### src/rtl/seg_display_scheduler_pkg.sv
// Shared definitions for the seven-segment display scheduler: blank code,
// FSM state encoding and a counter-width helper.
package seg_display_scheduler_pkg;

    // Digit code the display driver renders as a dash.
    localparam logic [3:0] BLANK_CODE = 4'hF;

    // Four blank digits, digit_0 in the top nibble.
    localparam logic [15:0] BLANK_DIGITS = {4{BLANK_CODE}};

    typedef enum logic {
        ST_IDLE = 1'b0,
        ST_SHOW = 1'b1
    } sched_state_e;

    // Width of a counter that must hold 0..value-1; never narrower than 1 bit.
    function automatic int cnt_width(input int value);
        return (value <= 2) ? 1 : $clog2(value);
    endfunction

endpackage

### src/rtl/seg_display_scheduler_if.sv
// Requester-side bus of the display scheduler.
// Optional blink request lines exist only when SEG_SCHED_BLINK_EN is defined.
//
// Handshake: a requester raises req[i] (level) with its digits on the
// matching req_data slice and keeps req[i] high until it either sees the
// one-cycle done[i] pulse or gives up; dropping req[i] while gnt[i] is high
// abandons the grant without a done pulse. gnt is one-hot or zero; busy
// mirrors "some grant is active". There is no backpressure on done.
interface seg_display_scheduler_if #(
    parameter int NUM_REQ = 3
);
    logic [NUM_REQ-1:0]    req;
    logic [16*NUM_REQ-1:0] req_data;
    logic [NUM_REQ-1:0]    gnt;
    logic [NUM_REQ-1:0]    done;
    logic                  busy;
`ifdef SEG_SCHED_BLINK_EN
    logic [NUM_REQ-1:0]    blink;
`endif

    // Requester side.
    modport master (
`ifdef SEG_SCHED_BLINK_EN
        output blink,
`endif
        output req, req_data,
        input  gnt, done, busy
    );

    // Scheduler side.
    modport slave (
`ifdef SEG_SCHED_BLINK_EN
        input  blink,
`endif
        input  req, req_data,
        output gnt, done, busy
    );
endinterface

### src/rtl/seg_display_scheduler_rr_pick.sv
// Combinational round-robin picker: the first set request searching upward
// from pointer+1, wrapping through 0 back to pointer itself.
module seg_display_scheduler_rr_pick #(
    parameter int NUM_REQ = 3,
    parameter int PTR_W   = 2
) (
    input  logic [NUM_REQ-1:0] req,
    input  logic [PTR_W-1:0]   pointer,
    output logic [NUM_REQ-1:0] winner,
    output logic               valid
);

    // Lowest set bit at or below the pointer, then overridden by the lowest
    // set bit above the pointer, which has the higher priority.
    always_comb begin
        winner = '0;
        valid  = 1'b0;
        for (int i = NUM_REQ - 1; i >= 0; i--) begin
            if (req[i] && (i <= int'(pointer))) begin
                winner    = '0;
                winner[i] = 1'b1;
                valid     = 1'b1;
            end
        end
        for (int i = NUM_REQ - 1; i >= 0; i--) begin
            if (req[i] && (i > int'(pointer))) begin
                winner    = '0;
                winner[i] = 1'b1;
                valid     = 1'b1;
            end
        end
    end

endmodule

### src/rtl/seg_display_scheduler.sv
// Shares the 4-digit seven-segment display between NUM_REQ requesters with
// round-robin arbitration and a fixed on-screen hold per grant. Also emits a
// free-running scan clock-enable for the display multiplexer.
// Optional blinking of a granted requester's digits: SEG_SCHED_BLINK_EN.
module seg_display_scheduler
    import seg_display_scheduler_pkg::*;
#(
    parameter int NUM_REQ     = 3,
    parameter int HOLD_CYCLES = 50_000_000,
    parameter int SCAN_DIV    = 50_000,
    parameter int BLINK_DIV   = 250
) (
    input  logic                          clk,
    input  logic                          reset,
    seg_display_scheduler_if.slave        bus,
    output logic [3:0]                    digit_0,
    output logic [3:0]                    digit_1,
    output logic [3:0]                    digit_2,
    output logic [3:0]                    digit_3,
    output logic                          scan_tick,
    output sched_state_e                  state_dbg
);

    localparam int PTR_W  = cnt_width(NUM_REQ);
    localparam int HOLD_W = cnt_width(HOLD_CYCLES);
    localparam int SCAN_W = cnt_width(SCAN_DIV);

    sched_state_e        state, state_n;
    logic [PTR_W-1:0]    ptr, ptr_n;
    logic [HOLD_W-1:0]   hold_cnt, hold_cnt_n;
    logic [NUM_REQ-1:0]  gnt_n, done_n;
    logic                busy_n;
    logic [15:0]         digits, digits_n;
    logic [SCAN_W-1:0]   scan_cnt;

    logic [NUM_REQ-1:0]  pick_onehot;
    logic                pick_valid;
    logic [PTR_W-1:0]    pick_idx;
    logic [PTR_W-1:0]    mux_idx;
    logic [15:0]         sel_slice;
    logic                sel_req;
    logic                force_blank;

    seg_display_scheduler_rr_pick #(
        .NUM_REQ (NUM_REQ),
        .PTR_W   (PTR_W)
    ) u_rr_pick (
        .req     (bus.req),
        .pointer (ptr),
        .winner  (pick_onehot),
        .valid   (pick_valid)
    );

    // Index of the freshly picked requester.
    always_comb begin
        pick_idx = '0;
        for (int i = 0; i < NUM_REQ; i++) begin
            if (pick_onehot[i]) pick_idx = PTR_W'(i);
        end
    end

    // In IDLE look at the candidate being granted; in SHOW the pointer is the winner.
    assign mux_idx = (state == ST_IDLE) ? pick_idx : ptr;

    // Select the request line and digit slice of the requester in focus.
    always_comb begin
        sel_slice = '0;
        sel_req   = 1'b0;
        for (int i = 0; i < NUM_REQ; i++) begin
            if (mux_idx == PTR_W'(i)) begin
                sel_slice = bus.req_data[16*i +: 16];
                sel_req   = bus.req[i];
            end
        end
    end

`ifdef SEG_SCHED_BLINK_EN
    localparam int BLINK_W = cnt_width(BLINK_DIV);
    logic               blink_phase;
    logic [BLINK_W-1:0] blink_cnt;
    logic               sel_blink;

    // Blink request of the requester in focus.
    always_comb begin
        sel_blink = 1'b0;
        for (int i = 0; i < NUM_REQ; i++) begin
            if (mux_idx == PTR_W'(i)) sel_blink = bus.blink[i];
        end
    end

    // Blink phase toggles every BLINK_DIV scan ticks; starts in the "on" phase.
    always_ff @(posedge clk or posedge reset) begin
        if (reset) begin
            blink_cnt   <= '0;
            blink_phase <= 1'b1;
        end else if (scan_tick) begin
            if (blink_cnt == BLINK_W'(BLINK_DIV - 1)) begin
                blink_cnt   <= '0;
                blink_phase <= ~blink_phase;
            end else begin
                blink_cnt <= blink_cnt + 1'b1;
            end
        end
    end

    assign force_blank = sel_blink & ~blink_phase;
`else
    assign force_blank = 1'b0;
`endif

    // Next state and next registered outputs; every output defaults to idle/blank.
    always_comb begin
        state_n    = state;
        ptr_n      = ptr;
        hold_cnt_n = hold_cnt;
        gnt_n      = '0;
        done_n     = '0;
        busy_n     = 1'b0;
        digits_n   = BLANK_DIGITS;
        case (state)
            ST_IDLE: begin
                if (pick_valid) begin
                    state_n    = ST_SHOW;
                    ptr_n      = pick_idx;
                    hold_cnt_n = HOLD_W'(HOLD_CYCLES - 1);
                    gnt_n      = pick_onehot;
                    busy_n     = 1'b1;
                    digits_n   = force_blank ? BLANK_DIGITS : sel_slice;
                end
            end
            ST_SHOW: begin
                if (!sel_req) begin
                    // Abandon wins over expiry: no done pulse.
                    state_n = ST_IDLE;
                end else if (hold_cnt == '0) begin
                    state_n = ST_IDLE;
                    done_n  = bus.gnt;
                end else begin
                    hold_cnt_n = hold_cnt - 1'b1;
                    gnt_n      = bus.gnt;
                    busy_n     = 1'b1;
                    digits_n   = force_blank ? BLANK_DIGITS : sel_slice;
                end
            end
            default: state_n = ST_IDLE;
        endcase
    end

    // FSM state, pointer, hold counter and all registered outputs.
    always_ff @(posedge clk or posedge reset) begin
        if (reset) begin
            state    <= ST_IDLE;
            ptr      <= PTR_W'(NUM_REQ - 1);
            hold_cnt <= '0;
            bus.gnt  <= '0;
            bus.done <= '0;
            bus.busy <= 1'b0;
            digits   <= BLANK_DIGITS;
        end else begin
            state    <= state_n;
            ptr      <= ptr_n;
            hold_cnt <= hold_cnt_n;
            bus.gnt  <= gnt_n;
            bus.done <= done_n;
            bus.busy <= busy_n;
            digits   <= digits_n;
        end
    end

    // Free-running scan prescaler; first pulse on the SCAN_DIV-th clock.
    always_ff @(posedge clk or posedge reset) begin
        if (reset) begin
            scan_cnt  <= '0;
            scan_tick <= 1'b0;
        end else if (scan_cnt == SCAN_W'(SCAN_DIV - 1)) begin
            scan_cnt  <= '0;
            scan_tick <= 1'b1;
        end else begin
            scan_cnt  <= scan_cnt + 1'b1;
            scan_tick <= 1'b0;
        end
    end

    assign digit_0   = digits[15:12];
    assign digit_1   = digits[11:8];
    assign digit_2   = digits[7:4];
    assign digit_3   = digits[3:0];
    assign state_dbg = state;

endmodule

### src/flat_wrapper.sv
// flat-port wrapper written by rule: the top's interface ports become plain ports
module seg_display_scheduler_flat import seg_display_scheduler_pkg::*;
#(
    parameter int NUM_REQ     = 3,
    parameter int HOLD_CYCLES = 50_000_000,
    parameter int SCAN_DIV    = 50_000,
    parameter int BLINK_DIV   = 250
)
  (clk, reset, digit_0, digit_1, digit_2, digit_3, scan_tick, state_dbg, bus_req, bus_req_data, bus_gnt, bus_done, bus_busy);
  seg_display_scheduler_if #(.NUM_REQ(NUM_REQ)) bus_i ();
  input  logic clk;
  input  logic reset;
  output logic [3:0] digit_0;
  output logic [3:0] digit_1;
  output logic [3:0] digit_2;
  output logic [3:0] digit_3;
  output logic scan_tick;
  output sched_state_e state_dbg;
  input wire logic [$bits(bus_i.req)-1:0] bus_req;
  input wire logic [$bits(bus_i.req_data)-1:0] bus_req_data;
  output wire logic [$bits(bus_i.gnt)-1:0] bus_gnt;
  output wire logic [$bits(bus_i.done)-1:0] bus_done;
  output wire logic [$bits(bus_i.busy)-1:0] bus_busy;
  assign bus_i.req = bus_req;
  assign bus_i.req_data = bus_req_data;
  assign bus_gnt = bus_i.gnt;
  assign bus_done = bus_i.done;
  assign bus_busy = bus_i.busy;
  seg_display_scheduler #(.NUM_REQ(NUM_REQ), .HOLD_CYCLES(HOLD_CYCLES), .SCAN_DIV(SCAN_DIV), .BLINK_DIV(BLINK_DIV)) u_core (.clk(clk), .reset(reset), .bus(bus_i), .digit_0(digit_0), .digit_1(digit_1), .digit_2(digit_2), .digit_3(digit_3), .scan_tick(scan_tick), .state_dbg(state_dbg));
endmodule
### config.mk
export PLATFORM = sky130hd
export DESIGN_NAME = seg_display_scheduler_flat
export DESIGN_NICKNAME = d
export VERILOG_FILES = /design/src/rtl/seg_display_scheduler_pkg.sv /design/src/rtl/seg_display_scheduler_if.sv /design/src/rtl/seg_display_scheduler_rr_pick.sv /design/src/rtl/seg_display_scheduler.sv /design/src/flat_wrapper.sv
export SDC_FILE = /design/constraint.sdc
export NUM_CORES = 1
export LEC_CHECK = 0
export CORE_MARGIN = 10
export CORE_UTILIZATION = 51
export DETAILED_ROUTE_END_ITERATION = 8
export HOLD_SLACK_MARGIN = 0.12
export PLACE_DENSITY = 0.84
export RECOVER_POWER = 50
export SLEW_MARGIN = 15
export SYNTH_ARGS = -nofsm -noshare
export SYNTH_HDL_FRONTEND = slang
export SYNTH_SLANG_ARGS = --single-unit
### constraint.sdc
create_clock -name clk -period 3.3 [get_ports clk]
set_clock_uncertainty 0.2 [all_clocks]
set_input_delay 0.33 -clock clk [delete_from_list [all_inputs] [get_ports clk]]
set_output_delay 0.33 -clock clk [all_outputs]
set_load 0.005 [all_outputs]
# After elaboration in Yosys (flattened, before gate mapping)
# Index checks and enable logic that the tools add are counted.
word_totals:
  register_bits: 68
  inputBits: 53
classes:
  n_addsub: 2
  magnitude_cmp: 4
  n_eq_ne: 7
  muxes: 40
  bitwise: 1
  reduce_logical: 8
ops:
  columns: ["cell", "count"]
  rows:
  - ["16-bit 2-to-1 mux", 7]
  - ["26-bit 2-to-1 mux", 3]
  - ["26-bit one-hot mux with 2 select lines", 1]
  - ["3-bit 2-to-1 mux", 11]
  - ["16-bit one-hot mux with 2 select lines", 1]
  - ["26-bit zero test", 1]
  - ["26-bit by 1-bit subtractor with 26-bit output, second input constant", 1]
  - ["16-bit by 1-bit adder with 16-bit output, second input constant", 1]
  - ["16-bit == test, second input constant", 1]
  - ["1-bit 2-to-1 mux", 13]
  - ["3-bit one-hot mux with 2 select lines", 1]
  - ["1-bit logical AND", 4]
  - ["2-bit 2-to-1 mux", 2]
  - ["2-bit != test, second input constant", 2]
  - ["3-bit != test, second input constant", 1]
  - ["3-bit AND reduction", 1]
  - ["2-bit by 1-bit == test with 1-bit output, second input constant", 1]
  - ["2-bit == test, second input constant", 1]
  - ["1-bit by 2-bit > comparator with 1-bit output, first input constant", 1]
  - ["2-bit > comparator, first input constant", 1]
  - ["1-bit by 2-bit <= comparator with 1-bit output, first input constant", 1]
  - ["2-bit <= comparator, first input constant", 1]
  - ["2-bit zero test", 1]
  - ["2-bit by 1-bit != test with 1-bit output, second input constant", 1]
  - ["other kinds (3)", 3]

# Longest topological paths before layout
depth:
  word_depth: 17
  ltp_mapped: 9
  ltp_nobuf: 7

# Hierarchy
# Synthesis repeated with hierarchy kept, for this count alone.
hier_totals:
  cells_unflattened: 360
  area_unflattened_um2: 3689.8
by_module_without_submodules:
  columns: ["mod", "instances", "cells_per_inst", "area_per_inst_um2", "seq_area_each_um2"]
  rows:
  - ["seg_display_scheduler", 1, 350, 3624.7, 1722.9]
  - ["seg_display_scheduler_rr_pick", 1, 10, 65.1, 0.0]

# Worst setup path before layout
# OpenSTA, ideal clock, no wires.
synth_path:
  path_kind: "flip-flop to flip-flop"
  start: "reg u_core.hold_cnt[16]"
  end: "reg u_core.hold_cnt[21]"
  arrival_time_ps: 2259
  required_ps: 2968
  slack_ps: 710
  path_stages_with_launch: 8
  synth_period_minus_slack_ps: 2590
  cell_sequence: "dfrtp_1 > or4_4 > or4_1 > buf_2 > o211ai_2 > buf_6 > nor4_1 > or3b_1"
synth_between:
  elab_chain_len: 4
synth_rtl:
  columns: ["element", "line_no", "source"]
  rows:
  - ["start, declared", "seg_display_scheduler.sv:30", "logic [HOLD_W-1:0] hold_cnt, hold_cnt_n;"]
  - ["start signal, assigned", "seg_display_scheduler.sv:162", "hold_cnt <= hold_cnt_n;"]
  - ["26-bit by 1-bit subtractor with 26-bit output", "seg_display_scheduler.sv:139", "hold_cnt_n = hold_cnt - 1'b1;"]
  - ["26-bit 2-to-1 mux", "seg_display_scheduler.sv:135", "end else if (hold_cnt == '0) begin"]
  - ["26-bit 2-to-1 mux", "seg_display_scheduler.sv:132", "if (!sel_req) begin"]
  - ["26-bit one-hot mux with 2 select lines", "seg_display_scheduler.sv:120", "case (state)"]
# Parallel ways exist; a longest one is shown, timed or not. The select of a mux whose other input is x is not followed.
# A chain may end at the register's enable or synchronous reset.

# Worst setup path after layout
layout_path:
  start: "reg u_core.hold_cnt[16]"
  end: "reg u_core.digits[8]"
layout_between:
  elab_chain_len: 4
layout_rtl:
  columns: ["element", "line_no", "source"]
  rows:
  - ["26-bit zero test", "seg_display_scheduler.sv:135", null]
  - ["16-bit 2-to-1 mux", "seg_display_scheduler.sv:135", null]
  - ["16-bit 2-to-1 mux", "seg_display_scheduler.sv:132", null]
  - ["16-bit one-hot mux with 2 select lines", "seg_display_scheduler.sv:120", null]
  - ["via u_core.digits_n[8]", "seg_display_scheduler.sv:33", "logic [15:0] digits, digits_n;"]
  - ["end signal, assigned", "seg_display_scheduler.sv:166", "digits <= digits_n;"]
  - ["end, declared", "seg_display_scheduler.sv:33", null]
# The timed path passes the listed nets, and every way through them passes these cells.

==> results.cfg <==
[setup_path]
worst-setup-path-type = flip-flop to flip-flop
crit_end = u_core.digits[8]$_DFF_PP1_
reg2reg_depth = 5
r2r-start = u_core.hold_cnt[16]$_DFFE_PP0P_
r2r-end = u_core.digits[8]$_DFF_PP1_
cp.required_ns = 3.36
r2r_setup_slack_ns = 0.38
critical_path.startpoint_type = flip-flop
crit_path_end_kind = flip-flop
cp-startpoint = u_core.hold_cnt[16]$_DFFE_PP0P_
worst-path-max-fanout = 17
worstPathArrival_ns = 2.98

[timing]
clock.fmax_mhz = 343
layout_min_cycle_time_ns = 2.92
setup_total_negative_slack_ns = 0
number_of_failing_hold_endpoints_at_the_final_stage = 0
finalSetupViolations = 0
final_max_slew_viol_count = 0
layout_worst_path_cycle_share_pct = 88.5
max_slew.worst_pin.slew_ns = 1.26
finalHoldWorstSlack_ns = 0.268
worst_slew_margin_rel_pct = 15.8
rsz_0062_raised_after_global_routing = no

[floorplan]
dieWidth_um = 103
starting_utilization_of_the_core_area_pct = 51.9
std_cell_rows = 30
die-area_mm2 = 0.0105
floorplan_core_area_mm2 = 0.00672
io-pin-count = 78
die_y_um = 103

[power]
pwr_density_cell_mw_per_mm2 = 612
worst_ir_drop_vdd_mv = 0.362
p_sw_uw = 983
power.share.combinational_pct = 36.2
internal_power_uw = 1760
p_clk_share_pct = 22.3
p_sw_share_pct = 35.9
power.static_leakage_uw = 0.00177
power_uw = 2740
power.sequential.fraction_pct = 41.5

[worst_hold_path]
worstHoldStart = u_core.scan_cnt[0]$_DFF_PP0_
hold_path.class = flip-flop to flip-flop

[cts]
cts.reportedPaths.clkPinSlew_ns = 0.08
cts_setup_buffers = 0
cts_max_level = 3
clock_latency_ns = 0.35
tritoncts_num_sinks = 68
cts_buffers = 9
cts-hold-fix-buffers = 0
cts_buffer_depth = 2
tritoncts = yes
clock_tree.root_cell = sky130_fd_sc_hd__clkbuf_8
ctsResizeCount = 0

[synthesis]
synth_largest_type_area_fraction_pct = 36.6
synth.area.top_cells = sky130_fd_sc_hd__dfrtp_1, sky130_fd_sc_hd__dfstp_2, sky130_fd_sc_hd__nand2_1, sky130_fd_sc_hd__o2111ai_1, sky130_fd_sc_hd__or4_1
synthArstFlopShare_pct = 100
sequential_fraction_of_the_synthesis_area_pct = 49.4
yosysWarningCount = 0
post_synth_inst_count = 368
netlist_area_mm2 = 0.00348
synth.distinct_cells = 53
netlist.top_cell.by_area = sky130_fd_sc_hd__dfrtp_1
synth_enable_flop_cells = 0
synth_fp_nets = 423
post_synth.cell_area_avg_um2 = 9.47
synth_flop_cell = sky130_fd_sc_hd__dfrtp_1
synth-seq-cells = 68

[route]
drt_drc_violations_left = 0
1st_pass_router_iterations = 4
vias = 3122
ant_nets = 0
via_per_inst = 5.95
detailedRoute.firstIterationViolations = 254
avgRoutedWirePerCell_um = 17.0
routed_wirelength_um = 8900

[finish]
antenna_cells = 0
area_delta_synth_final_pct = 28.4
end_of_flow_core_utilization_pct = 66.6
share_of_post_route_cells_with_drive_strength_above_1_pct = 10.6
design.final.nets = 495

[global_routing]
via_count_of_the_first_global_routing_pass = 3135
grt_pass1_wl_um = 14600
grt_overflow_total = 0
antenna_found_initial = 0
track_usage_pct = 17.4
largest_net_degree_at_the_start_of_global_routing = 36

[placement]
post-dp-hpwl_um = 6450
gp_congestion = 0.901
numPortBuffers = 77

[run_status]
status = finished clean

[job]
cap_violations = 0
-- through the flow --
stage	setup WS, ns	cell area, um2	instances
after floorplan	0.710	3480	368
after global placement	0.524	4310	509
after detailed placement	0.450	4310	509
after CTS	0.425	4480	525
after global routing	0.230	4470	525
final	0.380	4470	525
-- routing by layer --
layer,wire (um),vias up,global-route usage [%]
li1,-,1493,-
met1,3610,1498,20.7
met2,4460,108,28.2
met3,603,23,5.03
met4,231,0,8.89
met5,0,-,0
-- synthesized netlist by cell type, types with 2 or more instances --
cell type and count:
sky130_fd_sc_hd__a211oi_1 2, sky130_fd_sc_hd__a21oi_1 5, sky130_fd_sc_hd__a31oi_1 3, sky130_fd_sc_hd__and2_1 2, sky130_fd_sc_hd__and3_1 8, sky130_fd_sc_hd__and4_1 3, sky130_fd_sc_hd__buf_2 4, sky130_fd_sc_hd__buf_4 2
sky130_fd_sc_hd__clkbuf_1 14, sky130_fd_sc_hd__dfrtp_1 51, sky130_fd_sc_hd__dfstp_2 17, sky130_fd_sc_hd__ha_1 2, sky130_fd_sc_hd__inv_1 21, sky130_fd_sc_hd__mux2i_1 4, sky130_fd_sc_hd__nand2_1 50, sky130_fd_sc_hd__nand2b_1 2
sky130_fd_sc_hd__nand3_1 17, sky130_fd_sc_hd__nand4_1 6, sky130_fd_sc_hd__nor2_1 24, sky130_fd_sc_hd__nor2b_1 4, sky130_fd_sc_hd__nor3_1 11, sky130_fd_sc_hd__nor4_1 7, sky130_fd_sc_hd__nor4b_1 3, sky130_fd_sc_hd__o2111ai_1 16
sky130_fd_sc_hd__o21ai_0 13, sky130_fd_sc_hd__o311ai_0 3, sky130_fd_sc_hd__o31ai_1 8, sky130_fd_sc_hd__o41ai_1 2, sky130_fd_sc_hd__or2_2 3, sky130_fd_sc_hd__or3_1 11, sky130_fd_sc_hd__or4_1 14, sky130_fd_sc_hd__or4b_2 2
sky130_fd_sc_hd__xnor2_1 7, sky130_fd_sc_hd__xor2_1 8
-- power by group through the flow --
stage          clock network [uW]  registers (uW)  logic, uW
2_1_floorplan                   0            1110        565
3_3_place_gp                    0            1140        973
3_5_place_dp                    0            1150        992
4_1_cts                       620            1130        997
5_1_grt                       671            1150       1080
6_report                      610            1140        992
-- layout make-up --
class	instances	area, um2
clock buffers	9	124
clock inverters	7	51.3
fillers	513	2250
inverters	21	78.8
multi-input cells	258	1590
flip-flops and latches	68	1720
well taps	80	100
repair buffers	82	806
-- critical path: stages (launching register included) --
cell                        delay, ns
sky130_fd_sc_hd__dfrtp_1         0.41
sky130_fd_sc_hd__or4_4           0.57
sky130_fd_sc_hd__or4_1           0.61
sky130_fd_sc_hd__o211ai_2        0.46
sky130_fd_sc_hd__nand2_2         0.35
sky130_fd_sc_hd__o2111ai_1       0.24
-- state kept, by name (all words and copies together), names as in the netlist --
signal and cells:
u_core.ptr 2, u_core.digits 16, u_core.bus.done 3, u_core.bus.busy 1, u_core.scan_tick 1, u_core.hold_cnt 26, u_core.scan_cnt 16, u_core.bus.gnt 3
-- worst min-delay path by stage --
stage	cells after the start	to	slack, ns
after detailed placement	1	u_core.scan_cnt[0]$_DFF_PP0_	0.26
after global routing	1	u_core.scan_cnt[0]$_DFF_PP0_	0.28
after global placement	1	u_core.scan_cnt[0]$_DFF_PP0_	0.25
final	1	u_core.scan_cnt[0]$_DFF_PP0_	0.27
after floorplan	1	u_core.scan_cnt[0]$_DFF_PP0_	0.23
after CTS	2	u_core.bus.busy$_DFF_PP0_	0.25
-- kinds of logic (layout without fill, tap and decap cells) --
group,Yosys count,after routing,share of synthesized area [%]
buffers and inverters,42,119,5.10
muxes,4,4,1.15
adders and majority gates,2,2,0.718
and+or+nand+nor,172,172,26.1
DFF,68,68,49.4
xor gates and xnor gates,15,15,3.77
AOI/OAI and AO/OA,65,65,13.8
-- placed cells by master, fill, tap and decap left out, types with 7 or more instances in the layout --
| cell | synthesis | routed |
|---|---|---|
| sky130_fd_sc_hd__or4_1 | 14 | 14 |
| sky130_fd_sc_hd__nor4_1 | 7 | 7 |
| sky130_fd_sc_hd__xnor2_1 | 7 | 7 |
| sky130_fd_sc_hd__dfrtp_1 | 51 | 51 |
| sky130_fd_sc_hd__clkdlybuf4s50_1 | 0 | 73 |
| sky130_fd_sc_hd__or3_1 | 11 | 11 |
| sky130_fd_sc_hd__and3_1 | 8 | 8 |
| sky130_fd_sc_hd__nor2_1 | 24 | 24 |
| sky130_fd_sc_hd__nand2_1 | 50 | 50 |
| sky130_fd_sc_hd__nor3_1 | 11 | 11 |
| sky130_fd_sc_hd__dfstp_2 | 17 | 17 |
| sky130_fd_sc_hd__inv_1 | 21 | 21 |
| sky130_fd_sc_hd__o31ai_1 | 8 | 8 |
| sky130_fd_sc_hd__o2111ai_1 | 16 | 16 |
| sky130_fd_sc_hd__xor2_1 | 8 | 8 |
| sky130_fd_sc_hd__clkbuf_8 | 0 | 9 |
| sky130_fd_sc_hd__nand3_1 | 17 | 17 |
| sky130_fd_sc_hd__o21ai_0 | 13 | 13 |
No activity file was read; power rests on OpenSTA's default activity.
